==> src/rtl/cmlk_bin_packer.sv <==
// cmlk_bin_packer: multi-lane pixel stream reduction (bypass / average / max binning) and word packer for the DDR write FIFO.
// Build option: define CMLK_BIN_PACKER_HDR_EN to prefix each frame with one 32-bit header word (one input bubble per frame).
module cmlk_bin_packer #(
  parameter int LANES = 4,
  parameter int PIX_W = 16,
  parameter int BIN   = 2
) (
  input  logic                   aclk,
  input  logic                   areset,
  input  logic [LANES*PIX_W-1:0] s_axis_tdata,
  input  logic                   s_axis_tvalid,
  output logic                   s_axis_tready,
  input  logic                   s_axis_tuser,
  input  logic                   s_axis_tlast,
  input  logic [1:0]             mode,
  input  logic [1:0]             frame_type_i,
  input  logic                   wr2ddr_en,
  output logic [LANES*PIX_W-1:0] fifo_wrdata,
  output logic                   fifo_wren,
  input  logic                   fifo_full,
  output logic                   fifo_overflow,
  output logic                   unexpected_data,
  output logic [15:0]            frame_cnt
);
  localparam int OUT_W = LANES * PIX_W;
  localparam int GRP   = LANES / BIN;
  localparam int SH    = $clog2(BIN);
  localparam int SUM_W = PIX_W + SH + 1;
  localparam int CW    = $clog2(BIN) + 1;
  localparam int SLICE = OUT_W / BIN;

  // input handshake and frame latches
  logic             acc_s, sof_s;
  logic [1:0]       cur_mode_s;
  logic             tready_q, tready_d;
  logic [1:0]       mode_q, mode_d, ftype_q, ftype_d;
  logic             wr_q, wr_d, seen_sof_q, seen_sof_d, in_line_q, in_line_d;
  logic [15:0]      frame_cnt_q, frame_cnt_d;
  logic             unexp_q, unexp_d;
  // reduction
  logic [OUT_W-1:0] red_data_s;
  logic             red_s;
  logic [SUM_W-1:0] sum_v;
  logic [PIX_W-1:0] max_v, pix_v;
  // stage A
  logic             a_hold_s;
  logic             a_vld_q, a_vld_d, a_red_q, a_red_d, a_sof_q, a_sof_d;
  logic             a_last_q, a_last_d, a_wr_q, a_wr_d;
  logic [OUT_W-1:0] a_data_q, a_data_d;
  // stage B
  logic [OUT_W-1:0] pack_q, pack_d, base_s, merged_s, word_s, hdr_word_s;
  logic [CW-1:0]    cnt_q, cnt_d, base_cnt_s;
  logic             word_due_s, word_wr_s, full_s;
  logic             hdr_sent_q, hdr_sent_d;
  logic             wren_q, wren_d, ovf_q, ovf_d;
  logic [OUT_W-1:0] wrdata_q, wrdata_d;

  // Accept decode; the SOF beat uses its own mode, later beats the latched one
  always_comb begin
    acc_s      = s_axis_tvalid & tready_q;
    sof_s      = acc_s & s_axis_tuser;
    cur_mode_s = sof_s ? mode : mode_q;
  end

  // Horizontal reduction of one beat into the low LANES/B pixel slots
  always_comb begin
    red_data_s = '0;
    red_s      = 1'b0;
    sum_v      = '0;
    max_v      = '0;
    pix_v      = '0;
    case (cur_mode_s)
      2'd1, 2'd2: begin
        red_s = 1'b1;
        for (int k = 0; k < GRP; k++) begin
          sum_v = '0;
          max_v = '0;
          for (int j = 0; j < BIN; j++) begin
            pix_v = s_axis_tdata[(k*BIN+j)*PIX_W +: PIX_W];
            sum_v = sum_v + SUM_W'(pix_v);
            if (pix_v > max_v) max_v = pix_v;
            else               max_v = max_v;
          end
          if (cur_mode_s == 2'd1) red_data_s[k*PIX_W +: PIX_W] = PIX_W'(sum_v >> SH);
          else                    red_data_s[k*PIX_W +: PIX_W] = max_v;
        end
      end
      default: red_data_s = s_axis_tdata;
    endcase
  end

  // Frame control: SOF latching, frame counter, protocol error flag, ready
  always_comb begin
    mode_d      = mode_q;
    ftype_d     = ftype_q;
    wr_d        = wr_q;
    frame_cnt_d = frame_cnt_q;
    seen_sof_d  = seen_sof_q;
    unexp_d     = unexp_q;
    if (sof_s) begin
      mode_d      = mode;
      ftype_d     = frame_type_i;
      wr_d        = wr2ddr_en;
      frame_cnt_d = frame_cnt_q + 16'd1;
      seen_sof_d  = 1'b1;
      unexp_d     = unexp_q | in_line_q;
    end else if (acc_s && !seen_sof_q) begin
      unexp_d = 1'b1;
    end else begin
      unexp_d = unexp_q;
    end
    if (acc_s && (seen_sof_q || s_axis_tuser)) in_line_d = ~s_axis_tlast;
    else                                       in_line_d = in_line_q;
`ifdef CMLK_BIN_PACKER_HDR_EN
    tready_d = ~sof_s;
`else
    tready_d = 1'b1;
`endif
  end

  // Stage A: holds the SOF item one extra cycle while the header goes out
  always_comb begin
`ifdef CMLK_BIN_PACKER_HDR_EN
    a_hold_s = a_vld_q & a_sof_q & ~hdr_sent_q;
`else
    a_hold_s = 1'b0;
`endif
    if (a_hold_s) begin
      a_vld_d  = a_vld_q;
      a_data_d = a_data_q;
      a_red_d  = a_red_q;
      a_sof_d  = a_sof_q;
      a_last_d = a_last_q;
      a_wr_d   = a_wr_q;
    end else begin
      a_vld_d  = acc_s & (seen_sof_q | s_axis_tuser);
      a_data_d = red_data_s;
      a_red_d  = red_s;
      a_sof_d  = sof_s;
      a_last_d = s_axis_tlast;
      a_wr_d   = sof_s ? wr2ddr_en : wr_q;
    end
    hdr_sent_d = a_hold_s;
  end

  // Stage B: single serialised output register for headers, full words and flushes
  always_comb begin
    hdr_word_s = OUT_W'({4'hA, 8'h00, mode_q, ftype_q, frame_cnt_q});
    base_s     = a_sof_q ? '0 : pack_q;
    base_cnt_s = a_sof_q ? '0 : cnt_q;
    merged_s   = base_s | (a_data_q << (32'(base_cnt_s) * SLICE));
    full_s     = a_red_q ? (base_cnt_s == CW'(BIN - 1)) : 1'b1;
    pack_d     = pack_q;
    cnt_d      = cnt_q;
    word_due_s = 1'b0;
    word_wr_s  = 1'b0;
    word_s     = '0;
    wren_d     = 1'b0;
    wrdata_d   = wrdata_q;
    ovf_d      = ovf_q;
    if (a_hold_s) begin
      word_due_s = 1'b1;
      word_wr_s  = wr_q;
      word_s     = hdr_word_s;
    end else if (a_vld_q) begin
      word_wr_s = a_wr_q;
      if (full_s || a_last_q) begin
        word_due_s = 1'b1;
        word_s     = merged_s;
        pack_d     = '0;
        cnt_d      = '0;
      end else begin
        pack_d = merged_s;
        cnt_d  = base_cnt_s + CW'(1);
      end
    end else begin
      word_due_s = 1'b0;
    end
    if (word_due_s && word_wr_s) begin
      if (fifo_full) begin
        ovf_d = 1'b1;
      end else begin
        wren_d   = 1'b1;
        wrdata_d = word_s;
      end
    end else begin
      wren_d = 1'b0;
    end
  end

  // State registers with synchronous reset
  always_ff @(posedge aclk) begin
    if (areset) begin
      tready_q    <= 1'b0;
      mode_q      <= 2'd0;
      ftype_q     <= 2'd0;
      wr_q        <= 1'b0;
      seen_sof_q  <= 1'b0;
      in_line_q   <= 1'b0;
      frame_cnt_q <= 16'd0;
      unexp_q     <= 1'b0;
      a_vld_q     <= 1'b0;
      a_data_q    <= '0;
      a_red_q     <= 1'b0;
      a_sof_q     <= 1'b0;
      a_last_q    <= 1'b0;
      a_wr_q      <= 1'b0;
      hdr_sent_q  <= 1'b0;
      pack_q      <= '0;
      cnt_q       <= '0;
      wren_q      <= 1'b0;
      wrdata_q    <= '0;
      ovf_q       <= 1'b0;
    end else begin
      tready_q    <= tready_d;
      mode_q      <= mode_d;
      ftype_q     <= ftype_d;
      wr_q        <= wr_d;
      seen_sof_q  <= seen_sof_d;
      in_line_q   <= in_line_d;
      frame_cnt_q <= frame_cnt_d;
      unexp_q     <= unexp_d;
      a_vld_q     <= a_vld_d;
      a_data_q    <= a_data_d;
      a_red_q     <= a_red_d;
      a_sof_q     <= a_sof_d;
      a_last_q    <= a_last_d;
      a_wr_q      <= a_wr_d;
      hdr_sent_q  <= hdr_sent_d;
      pack_q      <= pack_d;
      cnt_q       <= cnt_d;
      wren_q      <= wren_d;
      wrdata_q    <= wrdata_d;
      ovf_q       <= ovf_d;
    end
  end

  assign s_axis_tready   = tready_q;
  assign fifo_wren       = wren_q;
  assign fifo_wrdata     = wrdata_q;
  assign fifo_overflow   = ovf_q;
  assign unexpected_data = unexp_q;
  assign frame_cnt       = frame_cnt_q;

endmodule

==> config.mk <==
export PLATFORM = sky130hd
export DESIGN_NAME = cmlk_bin_packer
export DESIGN_NICKNAME = d
export VERILOG_FILES = /design/src/rtl/cmlk_bin_packer.sv
export SDC_FILE = /design/constraint.sdc
export NUM_CORES = 1
export LEC_CHECK = 0
export BUFFER_PORTS_ARGS = -buffer_cell sky130_fd_sc_hd__clkbuf_2
export CAP_MARGIN = 20
export CELL_PAD_IN_SITES_DETAIL_PLACEMENT = 1
export CELL_PAD_IN_SITES_GLOBAL_PLACEMENT = 2
export CORE_UTILIZATION = 31
export DETAILED_ROUTE_END_ITERATION = 7
export HOLD_SLACK_MARGIN = 0.15
export PLACE_DENSITY_LB_ADDON = 0.2
export REMOVE_ABC_BUFFERS = 1
export SETUP_SLACK_MARGIN = 0.15
export SLEW_MARGIN = 5
export SYNTH_ARGS = -nofsm -noshare
export SYNTH_HDL_FRONTEND = slang
export SYNTH_SLANG_ARGS = --single-unit
==> constraint.sdc <==
create_clock -name aclk -period 2.5 [get_ports aclk]
set_input_delay 0.125 -clock aclk [delete_from_list [all_inputs] [get_ports aclk]]
set_output_delay 0.125 -clock aclk [all_outputs]
set_load 0.01 [all_outputs]
Yosys cells after proc, flatten, opt, wreduce, memory -nomap -nowiden
Index checks and enable logic that the tools add are counted.

cells by class
  add/subtract/negate cells = 4
  reduce and logical (&&, ||, !) cells = 12
  magnitude comparators = 4
  equality and inequality tests = 3
  shift operators = 1
  bitwise operators = 9
  multiplexer cells = 25

operator list
  operator               count
  $mux 64                4
  $mux 16                8
  $or 64x64->64          1
  $shl 64x7->64          1
  $add 16x16->17         2
  $gt 16x1->1 const B    2
  $gt 16x16->1           2
  $mux 32                1
  $add 16x1->16 const B  1
  $mux 1                 9
  $mux 2                 3
  $eq 2x1->1 const B     2
  $reduce_and 2->1       2
  $reduce_or 2->1        2
  $and 1x1->1            3
  $logic_and 1x1->1      3
  $not 1->1              3
  $reduce_or 3->1        1
  $add 2x1->2 const B    1
  $eq 2x2->1 const B     1
  $logic_or 1x1->1       2
  $or 1x1->1             2
  $reduce_bool 2->1      1
  $logic_not 1->1        1

storage, ports and cells
  word-level logic and storage cells = 76
  bits in registers = 223
  output and inout bits = 84
  input port bits = 75

Logic depth before layout (Yosys ltp)
Gate-level depths: netlist of the first run.

  depth after elaboration = 10
  depth in mapped cells = 12
  mapped depth without buffers = 11

Worst setup path before layout of the first run
No wires, ideal clock.

  path type = register to register
  from = register a_sof_q
  to = register wrdata_q[46], in the netlist fifo_wrdata[46]
  cell stages (with the launch flop) = 11
  path buffers = 4
  arrival = 2591 ps
  period minus slack after synthesis = 2669 ps
  required time = 2422 ps
  library setup time = 78 ps
  slack = -169 ps
  path through = dfxtp_1 clkbuf_1 buf_1 nand2b_1 ha_1 nor3b_1 nor3_1 clkbuf_1 clkbuf_1 nor2_1 nor3_1

between the ends
  word-level cells in the longest chain between the ends = 8
  elaborated cells between the ends (all ways) = 13
  classes of those cells = eq/ne (1); shift (1); mux (7); bitwise (1); reduce/logical (3)

RTL lines
  item                                                   RTL line  source
  from (decl)                                            47        logic a_vld_q, a_vld_d, a_red_q, a_red_d, a_sof_q, a_sof_d;
  from (signal assigned)                                 226       a_sof_q <= a_sof_d;
  branches (longest 8 deep; another with $shl 64x7->64)  n/a
  to (signal assigned)                                   233       wrdata_q <= wrdata_d;
  to (decl)                                              56        logic [OUT_W-1:0] wrdata_q, wrdata_d;

Parallel ways; which one is timed is not known.
A chain may end at the register's enable or synchronous reset.

Worst setup path in the final report of the first run
  from = input port s_axis_tdata[40]
  to = register a_data_q[19]

between the ends
  word-level cells in the longest chain between the ends = 7

RTL lines
  item                  RTL line  source
  from (decl)           10        input logic [LANES*PIX_W-1:0] s_axis_tdata,
  $gt 16x1->1           81        if (pix_v > max_v) max_v = pix_v;
  $mux 16 (*)           81
  $mux 16 (*)           72        case (cur_mode_s)
  $gt 16x16->1          81
  $mux 16 (*)           81
  $mux 16 (*)           84        if (cur_mode_s == 2'd1) red_data_s[k*PIX_W +: PIX_W] = PIX_W'(sum_v >> SH);
  $mux 32 (*)           72
  to (signal assigned)  224       a_data_q <= a_data_d;
  to (decl)             49        logic [OUT_W-1:0] a_data_q, a_data_d;

Mark *: on every way between the ends. The rest lies on a longest branch, timed or not. The select of a mux whose other input is x is not followed.

==> results of run 1 <==
[cell type report]
cell class	count	area [um2]
Antenna cell	1	2.50
Tap cell	468	586
Inverter	48	183
Sequential cell	223	4470
Fill cell	4409	21600
Multi-Input combinational cell	1084	6740
Clock buffer	44	810
Timing Repair Buffer	324	2330
Clock inverter	4	50.0
[worst reg2reg max path, cell delays in order, from the launching register on]
cell and delay, ps:
dfxtp_2 340, and3_4 210, mux2i_1 190, buf_4 160, inv_2 50, ha_4 270, inv_4 80, nand2_2 60
or3_4 330, mux2i_1 160, mux2i_1 90, nand4_1 130, a211oi_2 60
[stage by stage]
step | setup TNS [ps] | hold slack, ps | power, mW
after global placement | -207 | 326 | 5.12
after global routing | 0 | -12.2 | 9.52
after CTS | 0 | -45.4 | 9.16
after floorplan | -528560 | 194 | 4.52
after detailed placement | -324 | 332 | 5.14
final | 0 | -27.3 | 9.12
[final timing paths]
check	startpoint	to	slack (ps)	cells after the start
worst max-delay path	s_axis_tdata[40]	a_data_q[19]	180	11
worst max register to register	s_axis_tready	a_data_q[12]	270	12
worst min register to register	pack_q[0]	pack_q[0]	480	2
worst min-delay path	s_axis_tdata[13]	a_data_q[13]	-30	3
[cells by family (layout without fill, tap and decap cells)]
| group | Yosys count | in the layout | share of synthesized area |
|---|---|---|---|
| AO/OA/AOI/OAI | 387 | 387 | 0.208 |
| XOR/XNOR | 31 | 31 | 0.0234 |
| adder cells (fa/ha/maj) | 68 | 68 | 0.0745 |
| buffers and inverters | 145 | 420 | 0.0499 |
| flip-flops | 223 | 223 | 0.384 |
| multiplexers | 43 | 43 | 0.0377 |
| other | 0 | 1 | 0 |
| AND/OR/NAND/NOR | 554 | 555 | 0.223 |
[cells in the mapped netlist, types with 3 or more instances]
master,n
buf_2,5
o21a_1,6
o21ai_0,62
xor2_1,18
nor3_1,40
xnor2_1,13
a32o_1,5
buf_6,4
mux2i_1,40
a211oi_1,43
nand3_1,33
and3_1,5
a21o_1,14
inv_1,48
o221ai_1,10
nor2_1,251
o211a_1,3
o211ai_1,11
nor2b_1,73
nand2b_1,7
clkbuf_1,81
nand2_1,70
a22oi_1,33
dfxtp_1,223
or3_1,11
and2_1,36
buf_1,7
a31oi_1,19
ha_1,66
a21oi_1,152
o31ai_1,4
nand4_1,15
[power by group through the flow]
stage,Clock (mW),Combinational [mW],Sequential [mW]
2_1_floorplan,0,0.738,3.78
3_3_place_gp,0,1.31,3.81
3_5_place_dp,0,1.33,3.81
4_1_cts,3.99,1.45,3.73
5_1_grt,4.13,1.65,3.74
6_report,3.88,1.50,3.73
[what timing repair did]
| item | in CTS | in global routing |
|---|---|---|
| hold buffers | 76 | 2 |
| pin swaps | 0 | 15 |
| endpoints found under the setup margin | 18 | 29 |
| cloned | 0 | 1 |
| resized for setup | 5 | 44 |
| hold endpoints to repair | 94 | 3 |
| setup buffers | 0 | 7 |
[state kept, by name (all words and copies together), names as in the netlist, 2 cells and up]
signal	count
a_data_q	64
fifo_wrdata	64
pack_q	64
frame_cnt	16
cnt_q	2
mode_q	2
[layer usage]
layer / up-vias / GRT usage
li1: 5585 / -
met1: 5538 / 0.300
met2: 210 / 0.377
met3: 43 / 0.0234
met4: 0 / 0.0506
met5: - / 0
==> results by group, run 1 <==
STA
  • Fin. max-slew vios: 0
  • Final min period: 2320 ps
  • Final setup violating endpoints: 0
  • WHS: -27.3 ps
  • Slew HR: 0.538
  • Unrepaired setup endpoints after global routing: yes
  • Layout Skew: 11.8 ps
  • Final period util: 0.927
  • Slew @ Worst Pin: 693 ps
  • Fmax: 431 MHz
  • Hold Fails Final Rpt: 1
  • Worst setup margin: 182 ps

Route
  • DR vias: 11400
  • Avg WL per Cell: 19.4 um
  • Vias/cell: 5.18
  • DRT Pass-1 Iters: 4
  • Met2 WL post-DR: 20300 um
  • 1st-iter DRT viols: 503
  • Routed Wire Length: 42500 um
  • Uppermost layer routed: met4
  • Routed wl met3: 1570 um
  • Antenna Violating Nets Remaining: 0
  • Drt drc: 0
  • Metal1 wirelength: 20000 um

Synth
  • Yosys top cell area share: 0.384
  • Synth unique cells: 66
  • Syn_area_per_cell: 8.01 um2
  • Cell taking the most area after synthesis: dfxtp_1
  • Synth warn: 0
  • Post-Syn Instances: 1451
  • Top post-synthesis cells by area: dfxtp_1 38%, nor2_1 8.1%, ha_1 7.1%
  • Syn Std Cell Area: 11600 um2
  • Async SR Flop Fraction: 0
  • Seq/Total Area, Yosys: 0.384
  • Seq cells post-synth: 223
  • Main flop type after synthesis: dfxtp_1
  • Post-synth EDFFs: 0

Power and ir drop
  • Pleak: 6.31 nW
  • Largest vdd supply drop: 0.000365 V
  • Net Switching: 2.51 mW
  • Power Density: 601 nW/um2
  • Pint: 6.61 mW
  • Combinational power share: 0.165
  • Sw Share: 0.275
  • Flop pwr share: 0.409
  • Clock power frac: 0.426

Finish
  • Utilization after layout: 0.412
  • Design Area, Final: 15200 um2
  • Most common cell after layout, fill and taps aside: nor2_1
  • Area Overhead vs Synth: 30.5%
  • Commonest cells after routing, fill and taps aside: 249 x nor2_1, 221 x dfxtp_1, 152 x a21oi_1, 151 x clkbuf_2, 85 x buf_4
  • Nets: 1851
  • Finished Layout Cells: 2196
  • Layout cells sized above 1: 0.193

Setup path
  • CP Buf/Inv Count: 3
  • WP data required: 2930 ps
  • Crit Path Max Fanout: 7
  • Cell Chain, Critical Path: clkbuf_2, dlygate4sd3_1, inv_1, ha_1, nand2_1, or3_4, a211o_1, nand4_1, and2_4, o211ai_1, a32o_2
  • Startpoint Class: primary input
  • Largest stage delay, worst path: 620 ps
  • Crit path max-delay cell type: dlygate4sd3_1
  • Crit path arrival time: 2740 ps
  • Setup crit end kind: register
  • Kind of critical path: primary input to register
  • Family with the most delay on the worst path: simple AND/OR/NAND/NOR gates

Placement
  • Placed cell area: 13300 um2
  • Placed Cells: 2062
  • IO buf count: 156
  • Dpl ws: -104 ps
  • HPWL reported at the end of detailed placement: 29900 um
  • Gpl congestion: 0.870

Floorplan
  • Ports: 159
  • Core Area: 36800 um2
  • Die Area: 38300 um2
  • Die Ht: 196 um
  • Die width: 196 um
  • Row cnt: 70
  • Initial Util: 0.316

Hold path
  • Worst min path class: primary input to register

CTS
  • CTS H-tree lvls: 1
  • TritonCTS buffer count: 27
  • CTS max path bufs: 3
  • CTS Sinks: 223
  • Skew-Pair Late Insertion Delay: 550 ps
  • Clk Tree Root Cell: clkbuf_16
  • Clock transition at path regs: 60 ps
  • CTS tree: built

Outcome
  • Violated checks: hold timing
  • Status: finished, violations left

Global routing
  • Vias in the first global route: 11900
  • First-pass GRT wire length: 67000 um
  • All-Layer GR Usage: 0.221
  • Total gr overflow: 0
  • Largest net degree at the start of global routing: 94
  • Initial antenna violation count: 1

Job
  • Max cap viols: 0
No activity file was read; power rests on OpenSTA's default activity.
==> run 2, diff against run 1 <==
==> constraint.sdc (replaced) <==
create_clock -name aclk -period 2.5 [get_ports aclk]
set_input_delay 0.5 -clock aclk [delete_from_list [all_inputs] [get_ports aclk]]
set_output_delay 0.5 -clock aclk [all_outputs]
set_load 0.01 [all_outputs]
==> results by group, run 2 (synthesis results as in run 1) <==
Outcome
  • Status: complete, no violations (was finished, violations left)

Placement
  • IO buf count: 156 (unchanged)
  • Dpl ws: -537 ps (was -104 ps)
  • HPWL reported at the end of detailed placement: 31300 um (was 29900 um)
  • Placed cell area: 14200 um2 (was 13300 um2)
  • Gpl congestion: 0.883 (was 0.870)

CTS
  • Clock transition at path regs: 60 ps (about the same)
  • CTS Sinks: 223 (unchanged)
  • TritonCTS buffer count: 27 (unchanged)
  • CTS tree: built (unchanged)
  • Skew-Pair Late Insertion Delay: 570 ps (was 550 ps)
  • CTS H-tree lvls: 1 (unchanged)
  • Clk Tree Root Cell: clkbuf_16 (unchanged)
  • CTS max path bufs: 3 (unchanged)

Global routing
  • Vias in the first global route: 11700 (was 11900)
  • Largest net degree at the start of global routing: 139 (was 94)
  • First-pass GRT wire length: 66600 um (was 67000 um)
  • Initial antenna violation count: 0 (was 1)
  • Total gr overflow: 0 (unchanged)
  • All-Layer GR Usage: 0.222 (was 0.221)

Power and ir drop
  • Sw Share: 0.278 (was 0.275)
  • Largest vdd supply drop: 0.000437 V (was 0.000365 V)
  • Pint: 6.64 mW (was 6.61 mW)
  • Pleak: 6.52 nW (was 6.31 nW)
  • Combinational power share: 0.170 (was 0.165)
  • Final Power: 9.19 mW (was 9.12 mW)
  • Clock power frac: 0.424 (was 0.426)
  • Power Density: 606 nW/um2 (was 601 nW/um2)
  • Flop pwr share: 0.406 (was 0.409)
  • Net Switching: 2.56 mW (was 2.51 mW)

Job
  • Max cap viols: 0 (unchanged)

Setup path
  • WP data required: 2990 ps (was 2930 ps)
  • Crit Path Max Fanout: 14 (was 7)
  • Kind of critical path: primary input to register (unchanged)
  • Worst setup path startpoint: s_axis_tdata[13] (was s_axis_tdata[40])
  • Reg-to-reg setup timing slack: 240 ps (was 270 ps)
  • Setup crit end kind: register (unchanged)
  • R2R Path Start: s_axis_tready (unchanged)
  • Cell Chain, Critical Path: clkbuf_2, inv_1, ha_1, nand4_1, or3_1, or2_1, and2_1, buf_12, mux2_4, a21oi_2 (was clkbuf_2, dlygate4sd3_1, inv_1, ha_1, nand2_1, or3_4, a211o_1, nand4_1, and2_4, o211ai_1, a32o_2)
  • Startpoint Class: primary input (unchanged)
  • Largest stage delay, worst path: 460 ps (was 620 ps)
  • Reg2reg end: a_data_q[10] (was a_data_q[12])
  • Crit path depth: 10 (was 11)
  • R2R cell count: 12 (unchanged)
  • Crit path max-delay cell type: or3_1 (was dlygate4sd3_1)
  • Crit path arrival time: 2800 ps (was 2740 ps)
  • CP endpoint: a_data_q[4] (was a_data_q[19])
  • Family with the most delay on the worst path: simple AND/OR/NAND/NOR gates (unchanged)
  • CP Buf/Inv Count: 3 (unchanged)

Hold path
  • Worst min path class: primary input to register (unchanged)

STA
  • Worst setup margin: 190 ps (was 182 ps)
  • Fmax: 433 MHz (was 431 MHz)
  • Final min period: 2310 ps (was 2320 ps)
  • Final setup violating endpoints: 0 (unchanged)
  • Sum Neg Setup Slack: 0 ps (unchanged)
  • Slew HR: 0.531 (was 0.538)
  • Layout Skew: 13.4 ps (was 11.8 ps)
  • Unrepaired setup endpoints after global routing: yes (unchanged)
  • Slew @ Worst Pin: 703 ps (was 693 ps)
  • Hold Fails Final Rpt: 0 (was 1)
  • Final period util: 0.924 (was 0.927)
  • Fin. max-slew vios: 0 (unchanged)

Finish
  • Commonest cells after routing, fill and taps aside: 248 x nor2_1, 221 x dfxtp_1, 188 x buf_4, 155 x clkbuf_2, 150 x a21oi_1 (was 249 x nor2_1, 221 x dfxtp_1, 152 x a21oi_1, 151 x clkbuf_2, 85 x buf_4)
  • Area Overhead vs Synth: 30.5% (about the same)
  • Design Area, Final: 15200 um2 (about the same)
  • Nets: 1881 (was 1851)
  • Fillers: 4466 (was 4409)
  • Most common cell after layout, fill and taps aside: nor2_1 (unchanged)
  • Utilization after layout: 0.413 (was 0.412)
  • Layout cells sized above 1: 0.247 (was 0.193)
  • Total inserted antenna cells: 0 (was 1)

Route
  • Routed Wire Length: 42000 um (was 42500 um)
  • Antenna Violating Nets Remaining: 0 (unchanged)
  • Avg WL per Cell: 18.9 um (was 19.4 um)
  • Drt drc: 0 (unchanged)
  • 1st-iter DRT viols: 441 (was 503)
  • DRT Pass-1 Iters: 4 (unchanged)
  • DR vias: 11400 (about the same)
  • Vias/cell: 5.13 (was 5.18)

Floorplan
  • Die width: 196 um (unchanged)
  • Core Area: 36800 um2 (unchanged)
  • Die Ht: 196 um (unchanged)
  • Ports: 159 (unchanged)
  • Row cnt: 70 (unchanged)
  • Initial Util: 0.316 (unchanged)
  • Die Area: 38300 um2 (unchanged)
==> run 2: layer usage <==
layer,up-vias,GRT usage,wire length [um]
li1,5653,-,-
met1,5581,0.300,20100
met2,149,0.379,20100
met3,39,0.0273,1190
met4,0,0.0425,631
met5,-,0,0
==> run 2: worst min-delay path by stage <==
stage / from / to / depth (start not counted)
2_1_floorplan: a_wr_q / a_wr_q / 2
3_3_place_gp: fifo_overflow / fifo_overflow / 2
3_5_place_dp: a_wr_q / a_wr_q / 2
4_1_cts: wr2ddr_en / a_wr_q / 3
5_1_grt: wr2ddr_en / a_wr_q / 3
6_report: wr2ddr_en / a_wr_q / 3
==> run 2: layout make-up <==
cell class	instances	area [um2]	area share
tap	468	586	0.0386
multi-input combinational	1083	6680	0.440
sequential	223	4470	0.294
clock inverter	12	108	0.00709
clock buffer	36	769	0.0507
timing repair buffer	355	2390	0.158
inverter	48	180	0.0119
==> run 2: what timing repair did <==
action | CTS | global route
pin swaps | 0 | 3
setup buffers | 0 | 2
hold buffers | 1 | 0
endpoints found under the hold margin | 1 | 0
resized for setup | 10 | 13
endpoints found under the setup margin | 9 | 35
gates cloned | 0 | 0
==> run 2: power groups by stage <==
stage	logic, mW	clock network, mW	registers [mW]
after floorplan	0.738	0	3.78
after global placement	1.51	0	3.81
after detailed placement	1.53	0	3.81
after CTS	1.56	4.05	3.73
after global routing	1.72	4.18	3.74
final	1.56	3.90	3.73
==> run 2: stage by stage <==
| stage | hold WS [ps] | cells |
|---|---|---|
| 2_1_floorplan | 430 | 1354 |
| 3_3_place_gp | 452 | 2174 |
| 3_5_place_dp | 452 | 2174 |
| 4_1_cts | 166 | 2223 |
| 5_1_grt | 179 | 2225 |
| 6_report | 193 | 2225 |
==> run 2: worst reg2reg max path, cell delays in order (launching register included) <==
cell and delay, ps:
dfxtp_2 330, and3_4 180, buf_4 110, mux2i_1 170, buf_4 170, inv_1 50, ha_1 200, buf_4 160
nand2_1 100, buf_6 180, a21oi_1 90, a311oi_2 310, buf_4 160
